==> src/rtl/imem_loader.sv <==
// imem_loader: boot-time byte-stream loader that writes a program into instruction memory
// Optional feature: define IMEM_LOADER_CHECKSUM_EN to require a trailing XOR checksum byte.
// Ports:
//   clk, rst_n                    clock (rising edge), asynchronous active-low reset
//   start_i                       begin a load (honoured in IDLE, DONE, ERROR)
//   byte_valid_i, byte_data_i     incoming stream byte and its valid
//   byte_ready_o                  loader accepts a byte this cycle
//   wr_en_o, wr_addr_o, wr_data_o one-cycle write strobe, word index, assembled word
//   busy_o, done_o, error_o       load in progress / completed (sticky) / aborted (sticky)
//   word_count_o                  words written so far in the current load
module imem_loader #(
    parameter int ADDR_WIDTH     = 32,
    parameter int DATA_WIDTH     = 32,
    parameter int PROGRAM_LENGTH = 10
) (
    input  logic                  clk,
    input  logic                  rst_n,
    input  logic                  start_i,
    input  logic                  byte_valid_i,
    input  logic [7:0]            byte_data_i,
    output logic                  byte_ready_o,
    output logic                  wr_en_o,
    output logic [ADDR_WIDTH-1:0] wr_addr_o,
    output logic [DATA_WIDTH-1:0] wr_data_o,
    output logic                  busy_o,
    output logic                  done_o,
    output logic                  error_o,
    output logic [15:0]           word_count_o
);
    localparam int BPW = DATA_WIDTH / 8;
    localparam int IW = (BPW > 1) ? $clog2(BPW) : 1;
    localparam logic [IW-1:0] LAST_IDX = IW'(BPW - 1);
    localparam logic [15:0] MAX_N = 16'(PROGRAM_LENGTH);
`ifdef IMEM_LOADER_CHECKSUM_EN
    typedef enum logic [2:0] {IDLE, HDR0, HDR1, LOAD, CHK, DONE, ERROR} state_t;
    logic [7:0] r_csum;
`else
    typedef enum logic [2:0] {IDLE, HDR0, HDR1, LOAD, DONE, ERROR} state_t;
`endif
    state_t                r_state;
    logic [15:0]           r_n;
    logic [IW-1:0]         r_byte_idx;
    logic [DATA_WIDTH-1:0] r_word;
    logic                  r_wr_en;
    logic [ADDR_WIDTH-1:0] r_wr_addr;
    logic [DATA_WIDTH-1:0] r_wr_data;
    logic [15:0]           r_word_count;
    logic                  r_busy;
    logic                  r_done;
    logic                  r_error;
    logic                  w_fire;
    logic                  w_last_word;
    logic [15:0]           w_n;
    logic [DATA_WIDTH-1:0] w_word;

    assign w_fire      = byte_valid_i && r_busy;
    assign w_n         = {byte_data_i, r_n[7:0]};
    assign w_last_word = (r_word_count + 16'd1) == r_n;
    // Little-endian packing: byte k lands in bits [8k+7:8k].
    assign w_word      = r_word | (DATA_WIDTH'(byte_data_i) << {r_byte_idx, 3'b000});

    always_ff @(posedge clk or negedge rst_n) begin
        if (!rst_n) begin
            r_state      <= IDLE;
            r_n          <= '0;
            r_byte_idx   <= '0;
            r_word       <= '0;
            r_wr_en      <= 1'b0;
            r_wr_addr    <= '0;
            r_wr_data    <= '0;
            r_word_count <= '0;
            r_busy       <= 1'b0;
            r_done       <= 1'b0;
            r_error      <= 1'b0;
`ifdef IMEM_LOADER_CHECKSUM_EN
            r_csum       <= '0;
`endif
        end else begin
            r_wr_en <= 1'b0;
            case (r_state)
                IDLE, DONE, ERROR: if (start_i) begin
                    r_state      <= HDR0;
                    r_busy       <= 1'b1;
                    r_done       <= 1'b0;
                    r_error      <= 1'b0;
                    r_word_count <= '0;
                    r_byte_idx   <= '0;
                    r_word       <= '0;
`ifdef IMEM_LOADER_CHECKSUM_EN
                    r_csum       <= '0;
`endif
                end
                HDR0: if (w_fire) begin
                    r_n[7:0] <= byte_data_i;
                    r_state  <= HDR1;
                end
                HDR1: if (w_fire) begin
                    r_n <= w_n;
                    if (w_n == 16'd0 || w_n > MAX_N) begin
                        r_state <= ERROR;
                        r_busy  <= 1'b0;
                        r_error <= 1'b1;
                    end else begin
                        r_state <= LOAD;
                    end
                end
                LOAD: if (w_fire) begin
`ifdef IMEM_LOADER_CHECKSUM_EN
                    r_csum <= r_csum ^ byte_data_i;
`endif
                    if (r_byte_idx == LAST_IDX) begin
                        r_wr_en      <= 1'b1;
                        r_wr_data    <= w_word;
                        r_wr_addr    <= ADDR_WIDTH'(r_word_count);
                        r_word_count <= r_word_count + 16'd1;
                        r_byte_idx   <= '0;
                        r_word       <= '0;
                        if (w_last_word) begin
`ifdef IMEM_LOADER_CHECKSUM_EN
                            r_state <= CHK;
`else
                            // Final write, done and busy drop all land in the same cycle.
                            r_state <= DONE;
                            r_busy  <= 1'b0;
                            r_done  <= 1'b1;
`endif
                        end
                    end else begin
                        r_word     <= w_word;
                        r_byte_idx <= r_byte_idx + 1'b1;
                    end
                end
`ifdef IMEM_LOADER_CHECKSUM_EN
                // Memory is already written; a mismatch only marks its contents invalid.
                CHK: if (w_fire) begin
                    r_busy <= 1'b0;
                    if (byte_data_i == r_csum) begin
                        r_state <= DONE;
                        r_done  <= 1'b1;
                    end else begin
                        r_state <= ERROR;
                        r_error <= 1'b1;
                    end
                end
`endif
                default: r_state <= IDLE;
            endcase
        end
    end

    // Ready and busy cover exactly the same states, so they share one register.
    assign byte_ready_o = r_busy;
    assign busy_o       = r_busy;
    assign done_o       = r_done;
    assign error_o      = r_error;
    assign wr_en_o      = r_wr_en;
    assign wr_addr_o    = r_wr_addr;
    assign wr_data_o    = r_wr_data;
    assign word_count_o = r_word_count;
endmodule

==> config.mk <==
export PLATFORM = sky130hd
export DESIGN_NAME = imem_loader
export DESIGN_NICKNAME = d
export VERILOG_FILES = /design/src/rtl/imem_loader.sv
export SDC_FILE = /design/constraint.sdc
export NUM_CORES = 1
export LEC_CHECK = 0
export ABC_AREA = 0
export CAP_MARGIN = 40
export CORE_ASPECT_RATIO = 0.75
export CORE_UTILIZATION = 63
export DETAILED_ROUTE_END_ITERATION = 12
export DONT_BUFFER_PORTS = 1
export PLACE_DENSITY = 0.75
export SETUP_SLACK_MARGIN = 0.15
export SYNTH_ARGS = -nofsm -noshare
export SYNTH_HDL_FRONTEND = slang
export SYNTH_SLANG_ARGS = --single-unit
==> constraint.sdc <==
create_clock -name clk -period 2.8 [get_ports clk]
set_clock_uncertainty 0.1 [all_clocks]
set_input_delay 0.28 -clock clk [delete_from_list [all_inputs] [get_ports clk]]
set_output_delay 0.28 -clock clk [all_outputs]
set_load 0.05 [all_outputs]
==> summary.md <==
| Metric | Value |
|---|---|
| Netlist cell types | `56` |
| Switching share of power | `0.206` |
| Worst-path clk slew | `50 ps` |
| Seq/Total Area, Yosys | `0.533` |
| # rows | `29` |
| DRT iter0 DRCs | `388` |
| #FFs+latches synth | `121` |
| Port buffer count | `0` |
| Data required, critical path | `2970 ps` |
| CTS Buf Count | `17` |
| Starting Density | `0.660` |
| Final Cycle Share | `0.876` |
| Leak | `3.05 nW` |
| Worst rel slew slack | `0.514` |
| Pint | `3.00 mW` |
| Syn Area/Cell | `9.59 um2` |
| Total grt overflow | `0` |
| CP peak stage delay | `420 ps` |
| Critical-path top delay cell | `o41a_1` |
| Top Ports | `97` |
| DR vias | `4443` |
| Synthesized area | `5680 um2` |
| Worst vdd ir | `0.441 mV` |
| WL per Instance | `19.2 um` |
| Total Die Area | `9400 um2` |
| Slew @ Worst Pin | `726 ps` |
| Gate power share | `0.023` |
| Layout cells sized above 1 | `0.136` |
| Sequential fraction of design power | `0.464` |
| Nets | `616` |
| Unrepaired setup endpoints after global routing | `no` |
| Core area | `8600 um2` |
| Status | `complete, but fails checks` |
| Hold Vio Cnt, Final | `121` |
| Slew Limit Fails | `0` |
| Post-route ant nets | `0` |
| Die X-Extent | `112 um` |
| Cell chain of the critical path | `ha_1 > and3_2 > nand2_4 > o41a_1 > a211o_1 > o311ai_0 > nand3_1` |
| Crit-path leading delay family | `compound AO/OA/AOI/OAI gates` |
| Max FO, Critical Path | `8` |
| M1 WL | `5900 um` |
| Psw | `0.778 mW` |
| Post-synth EDFFs | `0` |
| Failing checks | `design-rule violations, negative hold slack` |
| CP startpoint kind | `flop` |
| 1st-pass router iterations | `11` |
| Clk root buf | `clkbuf_16` |
| Fmax | `0.408 GHz` |
| YS warnings | `0` |
| DRC violation count after routing | `20` |
| CTS tree | `done` |
| Hold WC Path Type | `in2async` |
| Fin Setup TNS | `0 ps` |
| Async set or reset register ratio after synthesis | `1.00` |
| First-pass GRT wire length | `22200 um` |
| Antenna cells | `0` |
| Main flop type after synthesis | `dfrtp_1` |
| CTS sink count | `121` |
| Vias per cell | `6.18` |
| Arr. time, crit path | `2620 ps` |
| Post-CTS setup buffers | `0` |
| Hpwl dp | `8360 um` |
| Filler cell count | `617` |
| Initial antenna violation count | `1` |
| Hold_buf cts | `11` |
| Met2 wire len | `6260 um` |
| Die Height | `84.2 um` |
| CTS H-tree depth | `4` |
| Largest net degree at the start of global routing | `122` |
| Fin crit period | `2450 ps` |
| Syn-to-layout area delta | `11.4%` |
| CP bufs+invs | `0` |
| Gate Count Post-Synth | `592` |
| CTS max path bufs | `2` |
| Routability Congestion | `0.961` |
| Clk pwr share | `0.512` |
| Setup violators final | `0` |
| Routed wire length | `13800 um` |
| Max-Cap Viols | `0` |
| Hold WS | `-531 ps` |
| Power per cell area | `598 nW/um2` |
| Critical path class | `reg2reg` |
| WL met3 | `1420 um` |
| Number of global-route vias before repair | `4290` |
| CP endpoint kind | `flop` |
| Top Layer Used | `met4` |
| Clk_lat worst skew | `410 ps` |
| GRT Resource Usage Total | `0.310` |
final timing paths:
check / from / endpoint / slack (ps) / cells after the start
max: word_count_o[0] / done_o / 350 / 7
min: rst_n / wr_addr_o[12] / -530 / 0
max reg2reg: word_count_o[0] / done_o / 350 / 7
min reg2reg: r_word[23] / r_word[23] / 390 / 2
max in group asynchronous: rst_n / word_count_o[1] / 2960 / 0
min in group clk: byte_data_i[0] / wr_data_o[0] / 10 / 2
worst reg2reg max path: stages, from the launching register on:
cell and delay [ps]:
dfrtp_2 350, ha_1 260, and3_2 350, nand2_4 90
o41a_1 420, a211o_1 290, o311ai_0 330, nand3_1 110
logic make-up after synthesis:
kind of cell	Yosys count	share of synthesized area
xor+xnor	21	0.0350
simple gates	208	0.170
compound gates	158	0.156
fa+ha+maj	2	0.00441
mux	16	0.0317
other cells	1	0.000660
flops	121	0.533
buf+inv	65	0.0698
metrics by stage:
step                      area, um2   util  setup slack (ps)  cells  total power, mW
after floorplan                5740      -               310    607             1.87
after global placement         5690  0.661               373    680             1.84
after detailed placement       5690  0.661               263    680             1.84
after CTS                      6310  0.734               179    719             3.80
after global routing           6320  0.735               163    719             3.86
final                          6320  0.735               347    719             3.78
registers in the layout, indices dropped and copies added (netlist names):
name,count
wr_addr_o,16
r_state,3
wr_en_o,1
busy_o,1
r_word,32
r_byte_idx,2
error_o,1
r_n,16
done_o,1
word_count_o,16
wr_data_o,32
cells in the mapped netlist, types with 3 or more instances:
cell	instances	share of area
buf_6	3	0.0059
o21ai_0	24	0.021
a31oi_1	5	0.0055
xnor2_1	13	0.020
nand3_1	7	0.0062
nor4_1	6	0.0066
a21oi_1	103	0.091
dfrtp_1	121	0.53
nor4_2	3	0.0066
o41ai_1	3	0.0046
xor2_1	7	0.011
clkbuf_1	19	0.013
nand4_1	8	0.0088
nor2b_1	8	0.0088
buf_1	3	0.0020
nand2_1	64	0.042
o31ai_1	4	0.0053
mux2_2	16	0.032
a211o_1	3	0.0046
clkbuf_8	4	0.0097
inv_1	5	0.0033
nor2_1	89	0.059
a211oi_1	3	0.0040
nor3_1	4	0.0035
buf_4	18	0.024
buf_2	12	0.011
and2_1	3	0.0033
power groups by stage:
stage               logic (mW)  clock network [mW]  registers, mW
floorplan               0.0829                   0           1.78
global placement        0.0539                   0           1.78
detailed placement      0.0540                   0           1.78
CTS                     0.0865                1.96           1.76
global route            0.0905                2.02           1.75
finish                  0.0885                1.94           1.76
placed cells by master (no fill, tap or decap), types with 2 or more instances in the layout:
cell type / instances
dfrtp_1: 119
a21oi_1: 102
nor2_1: 89
nand2_1: 64
buf_4: 25
o21ai_0: 24
clkbuf_16: 17
mux2_2: 16
conb_1: 16
xnor2_1: 13
dlygate4sd3_1: 11
nor2b_1: 8
nand4_1: 8
nand3_1: 7
xor2_1: 7
nor4_1: 6
a31oi_1: 5
inv_1: 4
nor3_1: 4
o31ai_1: 4
clkinv_2: 4
clkbuf_1: 4
and2_1: 3
a211oi_1: 3
a211o_1: 3
o41ai_1: 3
and3_2: 2
nor3b_1: 2
nor4_2: 2
o311ai_0: 2
o22ai_1: 2
a22o_1: 2
ha_1: 2
clkbuf_8: 2
dfrtp_2: 2
per-layer routing:
| metal | global-route usage | vias up |
|---|---|---|
| li1 | - | 2034 |
| met4 | 0.112 | 0 |
| met5 | 0 | - |
| met3 | 0.0946 | 25 |
| met1 | 0.432 | 2144 |
| met2 | 0.463 | 240 |
area by class of cell:
cell class                      count  area, um2  area share
Timing Repair Buffer               36        298      0.0471
Sequential cell                   121       3030       0.479
Multi-Input combinational cell    421       2320       0.368
Tap cell                          108        135      0.0214
Clock inverter                      5       50.0     0.00791
Inverter                            5       18.8     0.00297
Clock buffer                       23        468      0.0740
repair_timing:
item | 4_1_cts | 5_1_grt
setup endpoints to repair | 0 | 5
hold endpoints to repair | 187 | 121
resized for setup | 0 | 2
Power figures use the tool's default switching activity.
